**config.mk**
```make
export PLATFORM = sky130hd
export DESIGN_NAME = ifetch_unit
export DESIGN_NICKNAME = d
export VERILOG_FILES = /design/src/rtl/ifetch_unit.sv
export SDC_FILE = /design/constraint.sdc
export NUM_CORES = 1
export LEC_CHECK = 0
export ABC_CLOCK_PERIOD_IN_PS = 3850
export CAP_MARGIN = 25
export CORE_ASPECT_RATIO = 0.8
export CORE_MARGIN = 2
export CORE_UTILIZATION = 51
export CTS_CLUSTER_SIZE = 10
export DETAILED_ROUTE_END_ITERATION = 6
export HOLD_SLACK_MARGIN = 0.15
export MAX_ROUTING_LAYER = met4
export PLACE_DENSITY = 0.85
export SLEW_MARGIN = 20
export SYNTH_ARGS = -nofsm -noshare
export SYNTH_HDL_FRONTEND = slang
export SYNTH_SLANG_ARGS = --single-unit
```
**constraint.sdc**
```tcl
create_clock -name clk -period 3.85 [get_ports clk]
set_clock_uncertainty 0.05 [all_clocks]
set_input_delay 0.9625 -clock clk [delete_from_list [all_inputs] [get_ports clk]]
set_output_delay 0.9625 -clock clk [all_outputs]
set_load 0.02 [all_outputs]
```
**src/rtl/ifetch_unit.sv**
```systemverilog
// rtl/ifetch_unit.sv - instruction fetch unit with one outstanding request and redirect handling
module ifetch_unit #(
    parameter logic [31:0] RESET_PC  = 32'h0000_0000,
    parameter logic [31:0] NOP_INSTR = 32'h0000_0013
) (
    input  logic        clk,
    input  logic        rst_n,
    output logic        imem_req,
    output logic [31:0] imem_addr,
    input  logic        imem_rvalid,
    input  logic [31:0] imem_rdata,
    output logic        instr_valid,
    input  logic        instr_ready,
    output logic [31:0] instr,
    output logic [31:0] pc,
    output logic [6:0]  opcode,
    output logic [2:0]  fun3,
    output logic        fun7,
    input  logic        redirect_en,
    input  logic [31:0] redirect_pc,
    output logic        fetch_misalign
);

    typedef enum logic [1:0] {RST_WAIT, FETCH, HOLD} state_t;

    state_t      state_q, state_d;
    logic        imem_req_q, imem_req_d;
    logic [31:0] imem_addr_q, imem_addr_d;
    logic [31:0] instr_q, instr_d;
    logic [31:0] pc_q, pc_d;
    logic [31:0] next_pc_q, next_pc_d;
    logic        instr_valid_q, instr_valid_d;
    logic        drop_q, drop_d;
    logic        misalign_q, misalign_d;
    logic [31:0] redirect_tgt;
    logic        redirect_odd;

    assign redirect_tgt = {redirect_pc[31:2], 2'b00};
    assign redirect_odd = |redirect_pc[1:0];

    always_comb begin
        state_d       = state_q;
        imem_req_d    = imem_req_q;
        imem_addr_d   = imem_addr_q;
        instr_d       = instr_q;
        pc_d          = pc_q;
        next_pc_d     = next_pc_q;
        instr_valid_d = instr_valid_q;
        drop_d        = drop_q;
        misalign_d    = 1'b0;
        case (state_q)
            RST_WAIT: begin
                state_d     = FETCH;
                imem_req_d  = 1'b1;
                imem_addr_d = RESET_PC;
            end
            FETCH: begin
                if (!imem_req_q) begin
                    // Idle gap after a discarded response: nothing outstanding, retarget freely
                    imem_req_d = 1'b1;
                    if (redirect_en) begin
                        imem_addr_d = redirect_tgt;
                        misalign_d  = redirect_odd;
                    end
                end else if (imem_rvalid) begin
                    if (drop_q || redirect_en) begin
                        imem_req_d  = 1'b0;
                        drop_d      = 1'b0;
                        imem_addr_d = redirect_en ? redirect_tgt : next_pc_q;
                        misalign_d  = redirect_en && redirect_odd;
                    end else begin
                        instr_d       = imem_rdata;
                        pc_d          = imem_addr_q;
                        instr_valid_d = 1'b1;
                        imem_req_d    = 1'b0;
                        state_d       = HOLD;
                    end
                end else if (redirect_en) begin
                    next_pc_d  = redirect_tgt;
                    drop_d     = 1'b1;
                    misalign_d = redirect_odd;
                end
            end
            HOLD: begin
                if (redirect_en || instr_ready) begin
                    instr_valid_d = 1'b0;
                    instr_d       = NOP_INSTR;
                    imem_req_d    = 1'b1;
                    imem_addr_d   = redirect_en ? redirect_tgt : pc_q + 32'd4;
                    misalign_d    = redirect_en && redirect_odd;
                    state_d       = FETCH;
                end
            end
            default: state_d = RST_WAIT;
        endcase
    end

    always_ff @(posedge clk or negedge rst_n) begin
        if (!rst_n) begin
            state_q       <= RST_WAIT;
            imem_req_q    <= 1'b0;
            imem_addr_q   <= RESET_PC;
            instr_q       <= NOP_INSTR;
            pc_q          <= RESET_PC;
            next_pc_q     <= RESET_PC;
            instr_valid_q <= 1'b0;
            drop_q        <= 1'b0;
            misalign_q    <= 1'b0;
        end else begin
            state_q       <= state_d;
            imem_req_q    <= imem_req_d;
            imem_addr_q   <= imem_addr_d;
            instr_q       <= instr_d;
            pc_q          <= pc_d;
            next_pc_q     <= next_pc_d;
            instr_valid_q <= instr_valid_d;
            drop_q        <= drop_d;
            misalign_q    <= misalign_d;
        end
    end

    assign imem_req       = imem_req_q;
    assign imem_addr      = imem_addr_q;
    assign instr_valid    = instr_valid_q;
    assign instr          = instr_q;
    assign pc             = pc_q;
    assign fetch_misalign = misalign_q;
    assign opcode         = instr_q[6:0];
    assign fun3           = instr_q[14:12];
    assign fun7           = instr_q[30];

endmodule

```
==> Word level (Yosys, flattened, before mapping) <==
Cells that the tools add are included.
{ "classes": {"add_sub_neg": 1, "eq_ne": 10, "muxes": 36, "bitwise_logic": 2, "reduce_logical": 15} }
{ "ops": {"columns": ["cell", "count"], "rows": [
  ["two-way mux 32 bit", 11],
  ["one-hot mux 32 bit (3 select lines)", 1],
  ["one-hot mux 32 bit (2 select lines)", 1],
  ["adder 32 x 3 -> 32 bit (second input constant)", 1],
  ["two-way mux 1 bit", 15],
  ["AND reduction 4 bit", 3],
  ["AND reduction 5 bit", 2],
  ["inequality test 3 bit (second input constant)", 3],
  ["two-way mux 2 bit", 4],
  ["inequality test 2 bit (second input constant)", 4],
  ["one-hot mux 2 bit (3 select lines)", 1],
  ["one-hot mux 1 bit (2 select lines)", 2],
  ["nonzero test 2 bit", 2],
  ["one-hot mux 1 bit (3 select lines)", 1],
  ["AND reduction 3 bit", 1],
  ["nonzero test 3 bit", 1],
  ["== test 2 x 1 -> 1 bit (second input constant)", 1],
  ["== test 2 bit (second input constant)", 1],
  ["zero test 2 bit", 1],
  ["logical OR 1 bit", 2],
  ["inequality test 2 x 1 -> 1 bit (second input constant)", 1],
  ["NOT 1 bit", 2],
  ["AND reduction 2 bit", 1],
  ["OR reduction 2 bit", 1],
  ["logical AND 1 bit", 1]
]} }
{ "totals": {"reg_bits": 134, "inputBits": 69, "output_inout_bits": 110, "elab_cells": 73} }

==> Depth between registers and ports, before layout <==
{ "logic_depth": {"ltp_word": 6, "ltp_mapped": 10, "mapped_depth_nobuf": 7} }

==> Least setup slack after synthesis <==
OpenSTA, ideal clock, no wires.
{ "synth_timing": {"path_kind": "input to register", "start": "input redirect_en", "end": "register pc_q[0], in the netlist pc[0]", "setup_time_ns": 0.125, "arrival_time_ns": 2.382, "required_time_ns": 3.675, "path_slack_ns": 1.293, "stages": 5, "path_buffers": 2, "cell_sequence": "buf_2 nand2b_1 nor4b_1 buf_2 mux2_2"} }
{ "synth_via": {"elab_chain_len": 3} }
{ "synth_lines": {"columns": ["element", "line_no", "source"], "rows": [
  ["start: declaration", "19", "input logic redirect_en,"],
  ["logical OR 1 bit", "66", "if (drop_q || redirect_en) begin"],
  ["NOT 1 bit (no line)", null, null],
  ["AND reduction 4 bit (no line)", null, null],
  ["end signal: assignment", "114", "pc_q <= pc_d;"],
  ["end: declaration", "30", "logic [31:0] pc_q, pc_d;"]
]} }
Every way passes these cells.
A chain may end at the register's enable or synchronous reset.

==> Worst setup path after layout <==
{ "layout_timing": {"start": "input redirect_en", "end": "register state_q[1]"} }
{ "layout_via": {"elab_chain_len": 3, "word_cells_on_any_way": 5, "cone_classes": "eq/ne (2); reduce/logical (3)"} }
{ "layout_lines": {"columns": ["element", "line_no", "source"], "rows": [
  ["logical OR 1 bit (on tied branches)", "85, 66", null],
  ["inequality test 2 bit (no line)", null, null],
  ["AND reduction 4 bit (no line) (*)", null, null],
  ["end signal: assignment", "110", "state_q <= state_d;"],
  ["end: declaration", "26", "state_t state_q, state_d;"]
]} }
Mark *: on every way between the ends. The rest lies on a longest branch, timed or not.

==> impl_results.md <==
* Status: complete, no violations
* Asr flop ratio synth at 100%
* Layout fillers at between 900 and 1,000
* Switching pwr at 3.16 mW
* Total number of vias at a little over 6,000
* DRC Markers at 0
* Nets@finish at roughly 950
* EDFF count, synth at 0
* IR drop worst, VDD at ~0.52 mV
* Cell count after synthesis at between 700 and 800
* CP max FO at 23
* Drt total wl at about 20,000 um
* Hold Path Class: flop to flop
* Synth top area share at about half
* Sequential power share at around 33%
* RSZ-0062 raised after global routing: false
* Most numerous cell in the Yosys netlist: nand2_1
* Total CTS buffers at 17
* Clk network pwr share at roughly a fifth
* Initial core utilization at a little over half
* Leak at 3.93 nW
* Tcrit/Tclk final at approximately 73%
* Worst slack at placement at 0.624 ns
* Area of the multi-input gates at between 3000 and 4000 sq um
* Placed cells at roughly 1,000
* Die Footprint at 14,200 sq um
* Pwr dens at ~840 nW/um^2
* Die W at about 130 um
* Area grow syn2layout at 36.3%
* ANT cells at 0
* Yosys cell types at 60
* Slew HR at 37.0%
* Detail Placement HPWL at about 13,000 um
* Synth Area per Inst at between 9 and 10 sq um
* H-tree lvl count at 4
* Final period demand of the worst path at approximately 2.8 ns
* CTS tree: done
* First-pass GRT wire length at between 30,000 and 40,000 um
* Final Hold Fails at 0
* CTS Sinks at between 100 and 150
* Post-CTS Resized at 0
* Clock Latency Late Sink at about 0.42 ns
* Setup violations, final at 0
* Register area at about 3400 sq um
* Layout cell share with drive strength beyond 1 at around 12%
* 1st-iter DRT viols at 440
* Synth cell count leaders: nand2_1 (155), dfrtp_1 (131), o21ai_0 (67), mux2_2 (39), nor2_1 (33)
* Post-DRT Antenna Nets at 0
* Congestion Overflow GR at 0
* Total negative slack at 0 ns
* CP Class: primary input to flop
* Seq cells post-synth at roughly 130
* Worst EP required at roughly 4.0 ns
* Int Power at ~4.6 mW
* Initial antenna violation count at 0
* Sw frac at around two fifths
* Mapped cell area at 6770 sq um
* Crit start category: primary input
* Maximum clock insertion buffer count at 2
* Total track usage at between 20% and 30%
* Worst-Margin Slew at ~0.94 ns
* Vias per cell at 5.78
* Yosys Warn Count at 0
* IO Pins at ~180
* I/O Buffers at approximately 180
* Sequential share of the synthesized area at 49.6%
* Gpl congestion at 0.836
* Worst EP arrival at around 3.0 ns
* Hold-fix buffers, CTS at 0
* Fmax achieved at 0.355 GHz
* Critical Path Sink Type: flop
* Clk root buf: clkbuf_16
* Core area at 12,900 sq um
* Combinational share of power at 47.3%
* Std cell rows at 37
* Post-CTS setup buffers at 0
* Largest net degree at the start of global routing at 83
* Power Total at 7.73 mW
* Vias in the first global route at about 6,100
* Clock-pin slew on the worst setup and hold paths at approximately 0.050 ns
* Pins Over Slew Limit at 0
* Non-filler cells, final at between 1,000 and 1,500
* Max-cap violations at 0
* First-pass DRT Iterations at 5
* Synth area leader: dfrtp_1
* Die Height at 107 um
* Main synth FF type: dfrtp_1
* Drt wl/cell at roughly 18 um
* Largest cells by area after synthesis: dfrtp_1 (48%), nand2_1 (8.6%), mux2_2 (6.5%)
* Synthesized net count at 788
* Slack of the critical path at 1.03 ns
sequential cells by signal, indices dropped and copies added (netlist names):
name	flops
pc	32
next_pc_q	32
imem_req	1
instr_valid	1
fetch_misalign	1
drop_q	1
state_q	2
instr	32
imem_addr	32
final cells by class:
type	instances	share of cell area, %
clock buffer	22	4.92
tap	175	2.37
inverter	13	0.529
sequential	134	36.4
multi-input combinational	511	33.7
clock inverter	10	1.14
timing repair buffer	198	21.0
kinds of logic (layout without fill, tap and decap cells):
group,after synthesis,after routing,synth area share (%)
simple gates,290,290,20.2
fa+ha+maj,5,5,0.924
xor+xnor,22,22,2.85
flops,134,134,49.6
compound gates,149,149,14.4
mux,45,45,7.38
buf+inv,69,243,4.64
path summary, 6_finish.rpt:
check,from,end,slack (ns),depth (start not counted)
max,redirect_en,state_q[1]$_DFFE_PN0P_,1.03,6
min,instr[8]$_DFFE_PN0P_,instr[8]$_DFFE_PN0P_,0.43,2
max reg2reg,pc[5]$_DFFE_PN0P_,imem_addr[23]$_DFFE_PN0P_,1.24,5
min reg2reg,instr[8]$_DFFE_PN0P_,instr[8]$_DFFE_PN0P_,0.43,2
max in group asynchronous,rst_n,instr[1]$_DFFE_PN1P_,2.40,2
min in group asynchronous,rst_n,next_pc_q[21]$_DFFE_PN0P_,0.54,1
layout by cell type (no fill, tap or decap), drive strengths merged, types with 16 or more instances in the layout:
cell and instances:
clkdlybuf4s50 177, nor2 33, nand3 16, nand2 155
mux2 39, nand2b 32, dfrtp 131, clkbuf 22
o21ai 68, buf 21
metrics by stage:
step           area, sq um  util [%]  hold WS (ns)
4_1_cts               9230      71.4         0.434
3_5_place_dp          8670      67.1         0.421
5_1_grt               9230      71.4         0.448
2_1_floorplan         6770         -         0.404
3_3_place_gp          8660      67.0         0.414
6_report              9230      71.4         0.428
power groups by stage:
stage,sequential (mW),combinational (mW),clock [mW]
4_1_cts,2.51,3.65,1.57
3_3_place_gp,2.48,3.52,0
5_1_grt,2.59,3.94,1.63
6_report,2.52,3.65,1.56
3_5_place_dp,2.52,3.62,0
2_1_floorplan,2.85,1.77,0
critical path, stage by stage:
cell	delay, ns
clkdlybuf4s50_1	0.49
nand2b_1	0.35
buf_4	0.24
nor4b_2	0.06
inv_1	0.70
o22ai_1	0.19
per-layer routing:
layer | global-route usage (%) | vias to the layer above | routed length [um]
li1 | - | 2807 | -
met3 | 6.62 | 34 | 1510
met1 | 37.8 | 2999 | 8280
met4 | 9.06 | 0 | 319
met5 | - | - | 0
met2 | 44.8 | 304 | 9460
(Power assumes the default switching activity.)
